===== src/rtl/rom_read_master.sv =====
// rtl/rom_read_master.sv - block read engine on the req/grant/rvalid 64-bit bus
// Streams num_words words from base_addr onward through a credit-protected output FIFO.
module rom_read_master #(
  parameter int unsigned FIFO_DEPTH = 4,
  parameter int unsigned CNT_W      = 16
) (
  input  logic             clk_i,
  input  logic             rst_ni,
  input  logic             start_i,
  input  logic [63:0]      base_addr_i,
  input  logic [CNT_W-1:0] num_words_i,
  output logic             busy_o,
  output logic             done_o,
  output logic             protocol_err_o,
  output logic             req_o,
  output logic [63:0]      address_o,
  input  logic             grant_i,
  input  logic             rvalid_i,
  input  logic [63:0]      data_i,
  output logic [63:0]      data_o,
  output logic             valid_o,
  input  logic             ready_i
);

  localparam int unsigned PTR_W = $clog2(FIFO_DEPTH);
  localparam int unsigned CW    = PTR_W + 1;

  typedef enum logic [1:0] {S_IDLE, S_ISSUE, S_DRAIN, S_DONE} state_t;

  state_t           state_q, state_d;
  logic             req_q, req_d;
  logic [63:0]      addr_q;
  logic [CNT_W-1:0] num_q;
  logic [CNT_W-1:0] issued_q;
  logic [CNT_W-1:0] returned_q;
  logic [CW-1:0]    out_q, out_d;
  logic [CW-1:0]    cnt_q, cnt_d;
  logic [PTR_W-1:0] wr_ptr_q, rd_ptr_q;
  logic [63:0]      mem_q [FIFO_DEPTH];
  logic             err_q;
  logic             arm_q;

  logic             grant_acc;
  logic             push;
  logic             pop;
  logic             spurious;
  logic [CNT_W:0]   issued_nx;
  logic             credit_ok;

  assign grant_acc = req_q & grant_i;
  assign push      = rvalid_i & (out_q != '0);
  assign spurious  = rvalid_i & (out_q == '0);
  assign pop       = (cnt_q != '0) & ready_i;
  assign out_d     = out_q + CW'(grant_acc) - CW'(push);
  assign cnt_d     = cnt_q + CW'(push) - CW'(pop);
  assign issued_nx = {1'b0, issued_q} + (CNT_W+1)'(grant_acc);
  // A new request may only go out if its data is guaranteed a FIFO slot.
  assign credit_ok = ({1'b0, out_d} + {1'b0, cnt_d}) < (CW+1)'(FIFO_DEPTH);

  always_comb begin
    state_d = state_q;
    req_d   = 1'b0;
    case (state_q)
      S_IDLE: begin
        if (start_i) begin
          // A zero-length transfer still spends one busy cycle in DRAIN.
          state_d = (num_words_i == '0) ? S_DRAIN : S_ISSUE;
          req_d   = (num_words_i != '0);
        end
      end
      S_ISSUE: begin
        if (grant_acc && (issued_nx == {1'b0, num_q})) begin
          state_d = S_DRAIN;
        end else if (req_q && !grant_i) begin
          req_d = 1'b1;
        end else begin
          req_d = (issued_nx < {1'b0, num_q}) && credit_ok;
        end
      end
      S_DRAIN: begin
        if ((returned_q == num_q) && (cnt_d == '0)) begin
          state_d = S_DONE;
        end
      end
      S_DONE: state_d = S_IDLE;
      default: state_d = S_IDLE;
    endcase
  end

  always_ff @(posedge clk_i or negedge rst_ni) begin
    if (!rst_ni) begin
      state_q    <= S_IDLE;
      req_q      <= 1'b0;
      addr_q     <= '0;
      num_q      <= '0;
      issued_q   <= '0;
      returned_q <= '0;
      out_q      <= '0;
      cnt_q      <= '0;
      wr_ptr_q   <= '0;
      rd_ptr_q   <= '0;
      err_q      <= 1'b0;
      arm_q      <= 1'b0;
    end else begin
      state_q <= state_d;
      req_q   <= req_d;
      out_q   <= out_d;
      cnt_q   <= cnt_d;
      if (push) wr_ptr_q <= wr_ptr_q + PTR_W'(1);
      if (pop)  rd_ptr_q <= rd_ptr_q + PTR_W'(1);
      if ((state_q == S_IDLE) && start_i) begin
        addr_q     <= base_addr_i & ~64'h7;
        num_q      <= num_words_i;
        issued_q   <= '0;
        returned_q <= '0;
        err_q      <= 1'b0;
        arm_q      <= 1'b1;
      end else begin
        if (grant_acc) begin
          addr_q   <= addr_q + 64'd8;
          issued_q <= issued_nx[CNT_W-1:0];
        end
        if (push) returned_q <= returned_q + CNT_W'(1);
        // Responses still in flight from before a reset are not errors.
        if (spurious && arm_q) err_q <= 1'b1;
      end
    end
  end

  always_ff @(posedge clk_i or negedge rst_ni) begin
    if (!rst_ni) begin
      for (int i = 0; i < int'(FIFO_DEPTH); i++) mem_q[i] <= '0;
    end else if (push) begin
      mem_q[wr_ptr_q] <= data_i;
    end
  end

  assign busy_o         = (state_q == S_ISSUE) || (state_q == S_DRAIN);
  assign done_o         = (state_q == S_DONE);
  assign protocol_err_o = err_q;
  assign req_o          = req_q;
  assign address_o      = addr_q;
  assign valid_o        = (cnt_q != '0);
  assign data_o         = mem_q[rd_ptr_q];

endmodule


===== config.mk =====
export PLATFORM = sky130hd
export DESIGN_NAME = rom_read_master
export DESIGN_NICKNAME = d
export VERILOG_FILES = /design/src/rtl/rom_read_master.sv
export SDC_FILE = /design/constraint.sdc
export NUM_CORES = 1
export LEC_CHECK = 0
export CAP_MARGIN = 10
export CORE_MARGIN = 5
export CORE_UTILIZATION = 40
export DETAILED_ROUTE_END_ITERATION = 6
export PLACE_DENSITY_LB_ADDON = 0.3
export SYNTH_ARGS = -nofsm -noshare
export SYNTH_HDL_FRONTEND = slang
export SYNTH_SLANG_ARGS = --single-unit

===== constraint.sdc =====
create_clock -name clk_i -period 3.9 [get_ports clk_i]
set_input_delay 0.78 -clock clk_i [delete_from_list [all_inputs] [get_ports clk_i]]
set_output_delay 0.78 -clock clk_i [all_outputs]
set_load 0.005 [all_outputs]

==> impl_metrics.py <==
metrics = {
    "routing": {
        "ant_nets": 0,
        "detail_route.wl_per_cell_um": 19.4,
        "drtIter0Drc": 529,
        "detail_route.drc_violations": 0,
        "via_total_after_detailed_routing": 12194,
        "via_density_per_instance": 5.21,
        "wl_mm": 45.4,
        "drt_first_pass_iters": 4,
    },
    "sta": {
        "layout_min_cycle_time_ps": 3720,
        "report.final.setup_viol": 0,
        "skew_ps": 20.7,
        "finalSetupTns_ps": 0,
        "max_freq_mhz": 269,
        "finalCritPeriodShare_pct": 95.3,
        "worstMarginPinSlew_ps": 642,
        "timing.hold.ws_ps": 220,
        "worst_slew_margin_rel_pct": 56.9,
        "hold_viol_final": 0,
        "postLayoutSetupSlackWorst_ps": 183,
        "drv_slew": 0,
        "rsz_0062_raised_after_global_routing": "false",
    },
    "clock_network": {
        "clock_tree.htree_level_count": 2,
        "tritoncts_num_sinks": 380,
        "worstSkewPairLatency_ps": 560,
        "cts_hold_repair.buffers": 0,
        "cts.path.max_buffers": 3,
        "number_of_buffers_created_by_cts": 43,
        "cts.root.buffer_cell": "sky130_fd_sc_hd__clkbuf_16",
        "post_cts_buffers": 0,
        "clk_pin_slew_ps": 60,
        "tritoncts": "done",
    },
    "global_route": {
        "grt_start_max_net_pins": 78,
        "grt_overflow_total": 0,
        "grt_use_total_pct": 18.3,
        "via_count_of_the_first_global_routing_pass": 13079,
        "global_route_wire_length_before_repair_mm": 73.7,
        "grt_antenna_before_repair": 2,
    },
    "pwr": {
        "report.power.total_w": 0.0165,
        "power.net_switching_w": 0.00457,
        "power.combinational.fraction_pct": 37.2,
        "pwr_density_cell_nw_per_um2": 708,
        "cell_internal_pwr_w": 0.0119,
        "clockPowerShare_pct": 25.1,
        "seqPwrFrac_pct": 37.7,
        "power.static_leakage_nw": 9.82,
        "switching_share_pct": 27.7,
        "worst_vdd_rail_ir_drop_v": 0.000401,
    },
    "yosys": {
        "yosysWarnings": 0,
        "synth.largest_area_cell": "sky130_fd_sc_hd__dfrtp_1",
        "synthTopCellsByArea": "sky130_fd_sc_hd__dfrtp_1, sky130_fd_sc_hd__mux2_2, sky130_fd_sc_hd__mux4_2",
        "synthDominantCellAreaShare_pct": 52.8,
        "synth.yosys.seq_area_share_pct": 52.8,
        "synth_seq_cells": 380,
        "synth_cells": 1406,
        "ys_dominant_reg_cell": "sky130_fd_sc_hd__dfrtp_1",
        "summed_instance_area_of_the_synthesized_netlist_um2": 18000,
        "number_of_enable_flip_flop_cells_after_synthesis": 0,
        "yosys.cell_types.count": 44,
        "synth_area_per_cell_um2": 12.8,
        "proportion_of_synthesized_flip_flops_having_asynchronous_set_or_reset_pct": 100,
    },
    "final_layout": {
        "instances_no_fill": 2340,
        "layout-drive-gt1-share_pct": 26.5,
        "ff_latch_area_um2": 9510,
        "fill_cells": 3791,
        "area.growth.synth_to_final_pct": 29.5,
        "multi_input_comb_area_um2": 8090,
        "ant_diodes": 0,
        "post_layout_nets": 1903,
    },
    "die": {
        "placementRows": 77,
        "start_util_pct": 40.5,
        "design.portCount": 283,
        "chipWidth_um": 222,
        "die_h_um": 222,
        "dieArea_um2": 49400,
        "fp.coreArea_um2": 44400,
    },
    "hold_path": {
        "hold_class": "in -> async",
    },
    "flow_run": {
        "timing.max_cap.violations": 0,
    },
    "setup_path": {
        "worst_setup_path_start_kind": "flop",
        "worst-path-max-fanout": 2,
        "worst_setup_path_end_kind": "flop",
        "worst_path_max_delay_cell": "sky130_fd_sc_hd__or4_1",
        "cp_data_required_time_ps": 4330,
        "crit_path_cell_trace": "or3_1 -> and2_1 -> ha_1 -> inv_1 -> ha_1 -> inv_1 -> fa_1 -> clkinv_1 -> or4_1 -> or4_4 -> a221o_1 -> mux2_4",
        "cp_slowest_stage_delay_ps": 520,
        "arrival_ps": 4150,
        "setup.worst_path.class": "reg -> reg",
    },
    "placed_design": {
        "placement.io_buffers": 276,
        "dp.final_hpwl_mm": 31.7,
        "total_placed_cells_including_tap_cells": 2263,
        "gp_routability_congestion": 0.868,
        "dpl_worst_slack_ps": -380,
    },
    "status": {
        "status": "finished clean",
    },
}
[per-layer routing]
layer	vias up	track usage (%)	wire length, um
met5	-	0	19
met4	2	4.22	972
met3	72	5.13	2750
met2	292	29.4	21100
met1	6203	25.0	20500
li1	5625	-	-
[path summary, 6_finish.rpt]
path	depth (start not counted)	to	startpoint	slack, ps
setup / recovery	12	state_q[1]	cnt_q[0]	180
hold reg to reg	1	arm_q	arm_q	480
hold / removal	1	mem_q[201]	rst_ni	220
setup reg to reg	12	state_q[1]	cnt_q[0]	180
max in group asynchronous	3	mem_q[20]	rst_ni	2690
min in group clk_i	1	arm_q	arm_q	480
[critical path: cells and delay by family, from the launching register on]
kind                       cells  cell delay (ps)
adders and majority gates      3              870
AOI/OAI and AO/OA              1              340
DFF                            1              380
and+or+nand+nor                4             1510
muxes                          1              300
buffers and inverters          3              190
[Yosys cell counts (2+ instances only)]
master / n
sky130_fd_sc_hd__buf_2: 22
sky130_fd_sc_hd__o21ai_0: 53
sky130_fd_sc_hd__or3_1: 6
sky130_fd_sc_hd__o21ai_1: 29
sky130_fd_sc_hd__a31oi_1: 2
sky130_fd_sc_hd__a21oi_1: 14
sky130_fd_sc_hd__clkbuf_1: 40
sky130_fd_sc_hd__nor2_1: 49
sky130_fd_sc_hd__fa_1: 2
sky130_fd_sc_hd__nor4_4: 2
sky130_fd_sc_hd__and2_1: 5
sky130_fd_sc_hd__buf_1: 6
sky130_fd_sc_hd__nor2b_1: 2
sky130_fd_sc_hd__nor3_1: 20
sky130_fd_sc_hd__dfrtp_1: 380
sky130_fd_sc_hd__or4_1: 3
sky130_fd_sc_hd__and3_1: 17
sky130_fd_sc_hd__and4_1: 7
sky130_fd_sc_hd__inv_1: 39
sky130_fd_sc_hd__nand2_1: 132
sky130_fd_sc_hd__xor2_1: 55
sky130_fd_sc_hd__xnor2_1: 69
sky130_fd_sc_hd__nor4_1: 13
sky130_fd_sc_hd__nand4_1: 23
sky130_fd_sc_hd__mux2_2: 256
sky130_fd_sc_hd__ha_1: 35
sky130_fd_sc_hd__a221o_1: 2
sky130_fd_sc_hd__nand3_1: 40
sky130_fd_sc_hd__mux4_2: 64
sky130_fd_sc_hd__nand2b_1: 2
sky130_fd_sc_hd__buf_4: 3
sky130_fd_sc_hd__o211ai_1: 2
[sequential cells by signal, summed over array words and instances (netlist names)]
register	flops
rd_ptr_q	2
wr_ptr_q	2
mem_q	256
returned_q	16
cnt_q	3
protocol_err_o	1
issued_q	16
req_o	1
state_q	2
arm_q	1
num_q	16
out_q	3
address_o	61
[power by group through the flow]
stage | Clock (W) | Combinational [W] | Sequential (W)
after global placement | 0 | 0.00613 | 0.00619
after detailed placement | 0 | 0.00626 | 0.00629
after floorplan | 0 | 0.00377 | 0.00592
after CTS | 0.00429 | 0.00626 | 0.00623
final | 0.00415 | 0.00614 | 0.00622
after global routing | 0.00445 | 0.00661 | 0.00641
[cell families after synthesis]
logic type / Yosys count / share of synthesized area, %
fa+ha+maj: 37 / 2.65
flops: 380 / 52.8
xor+xnor: 124 / 6.03
compound gates: 106 / 3.11
buf+inv: 112 / 2.55
other cells: 1 / 0.0208
simple gates: 324 / 8.69
mux: 322 / 24.1
[cell usage in the layout (no fill, tap or decap), types with 3 or more instances in the layout]
| cell | count |
|---|---|
| sky130_fd_sc_hd__clkbuf_1 | 6 |
| sky130_fd_sc_hd__dfrtp_1 | 378 |
| sky130_fd_sc_hd__clkbuf_8 | 12 |
| sky130_fd_sc_hd__nand4_1 | 23 |
| sky130_fd_sc_hd__buf_4 | 46 |
| sky130_fd_sc_hd__and2_1 | 4 |
| sky130_fd_sc_hd__clkinv_2 | 7 |
| sky130_fd_sc_hd__and4_1 | 7 |
| sky130_fd_sc_hd__nand2_1 | 128 |
| sky130_fd_sc_hd__mux2_2 | 256 |
| sky130_fd_sc_hd__conb_1 | 3 |
| sky130_fd_sc_hd__and3_1 | 17 |
| sky130_fd_sc_hd__bufinv_16 | 3 |
| sky130_fd_sc_hd__nor2_1 | 49 |
| sky130_fd_sc_hd__nor3_1 | 20 |
| sky130_fd_sc_hd__mux4_2 | 64 |
| sky130_fd_sc_hd__nand3_1 | 40 |
| sky130_fd_sc_hd__inv_1 | 39 |
| sky130_fd_sc_hd__nor4_1 | 13 |
| sky130_fd_sc_hd__buf_12 | 12 |
| sky130_fd_sc_hd__ha_1 | 35 |
| sky130_fd_sc_hd__clkdlybuf4s50_1 | 275 |
| sky130_fd_sc_hd__o21ai_0 | 53 |
| sky130_fd_sc_hd__o21ai_1 | 29 |
| sky130_fd_sc_hd__a21oi_1 | 14 |
| sky130_fd_sc_hd__xnor2_1 | 69 |
| sky130_fd_sc_hd__or3_1 | 6 |
| sky130_fd_sc_hd__clkbuf_16 | 45 |
| sky130_fd_sc_hd__xor2_1 | 55 |
| sky130_fd_sc_hd__nand2_4 | 4 |
[repair_timing]
| item | 4_1_cts | 5_1_grt |
|---|---|---|
| endpoints found under the hold margin | 0 | 0 |
| gates resized for setup | 0 | 1 |
| endpoints found under the setup margin | 0 | 2 |
[area by class of cell]
class,count,area share (%)
Clock buffer,63,5.63
Tap cell,592,3.18
Multi-Input combinational cell,916,34.7
Sequential cell,380,40.8
Inverter,41,0.660
Clock inverter,14,0.676
Timing Repair Buffer,334,14.4
[stage by stage]
step	utilization, %	instance area, um^2
6_report	52.5	23300
3_3_place_gp	49.2	21800
4_1_cts	52.5	23300
2_1_floorplan	-	18000
5_1_grt	52.5	23300
3_5_place_dp	49.2	21800
(Power assumes the default switching activity.)
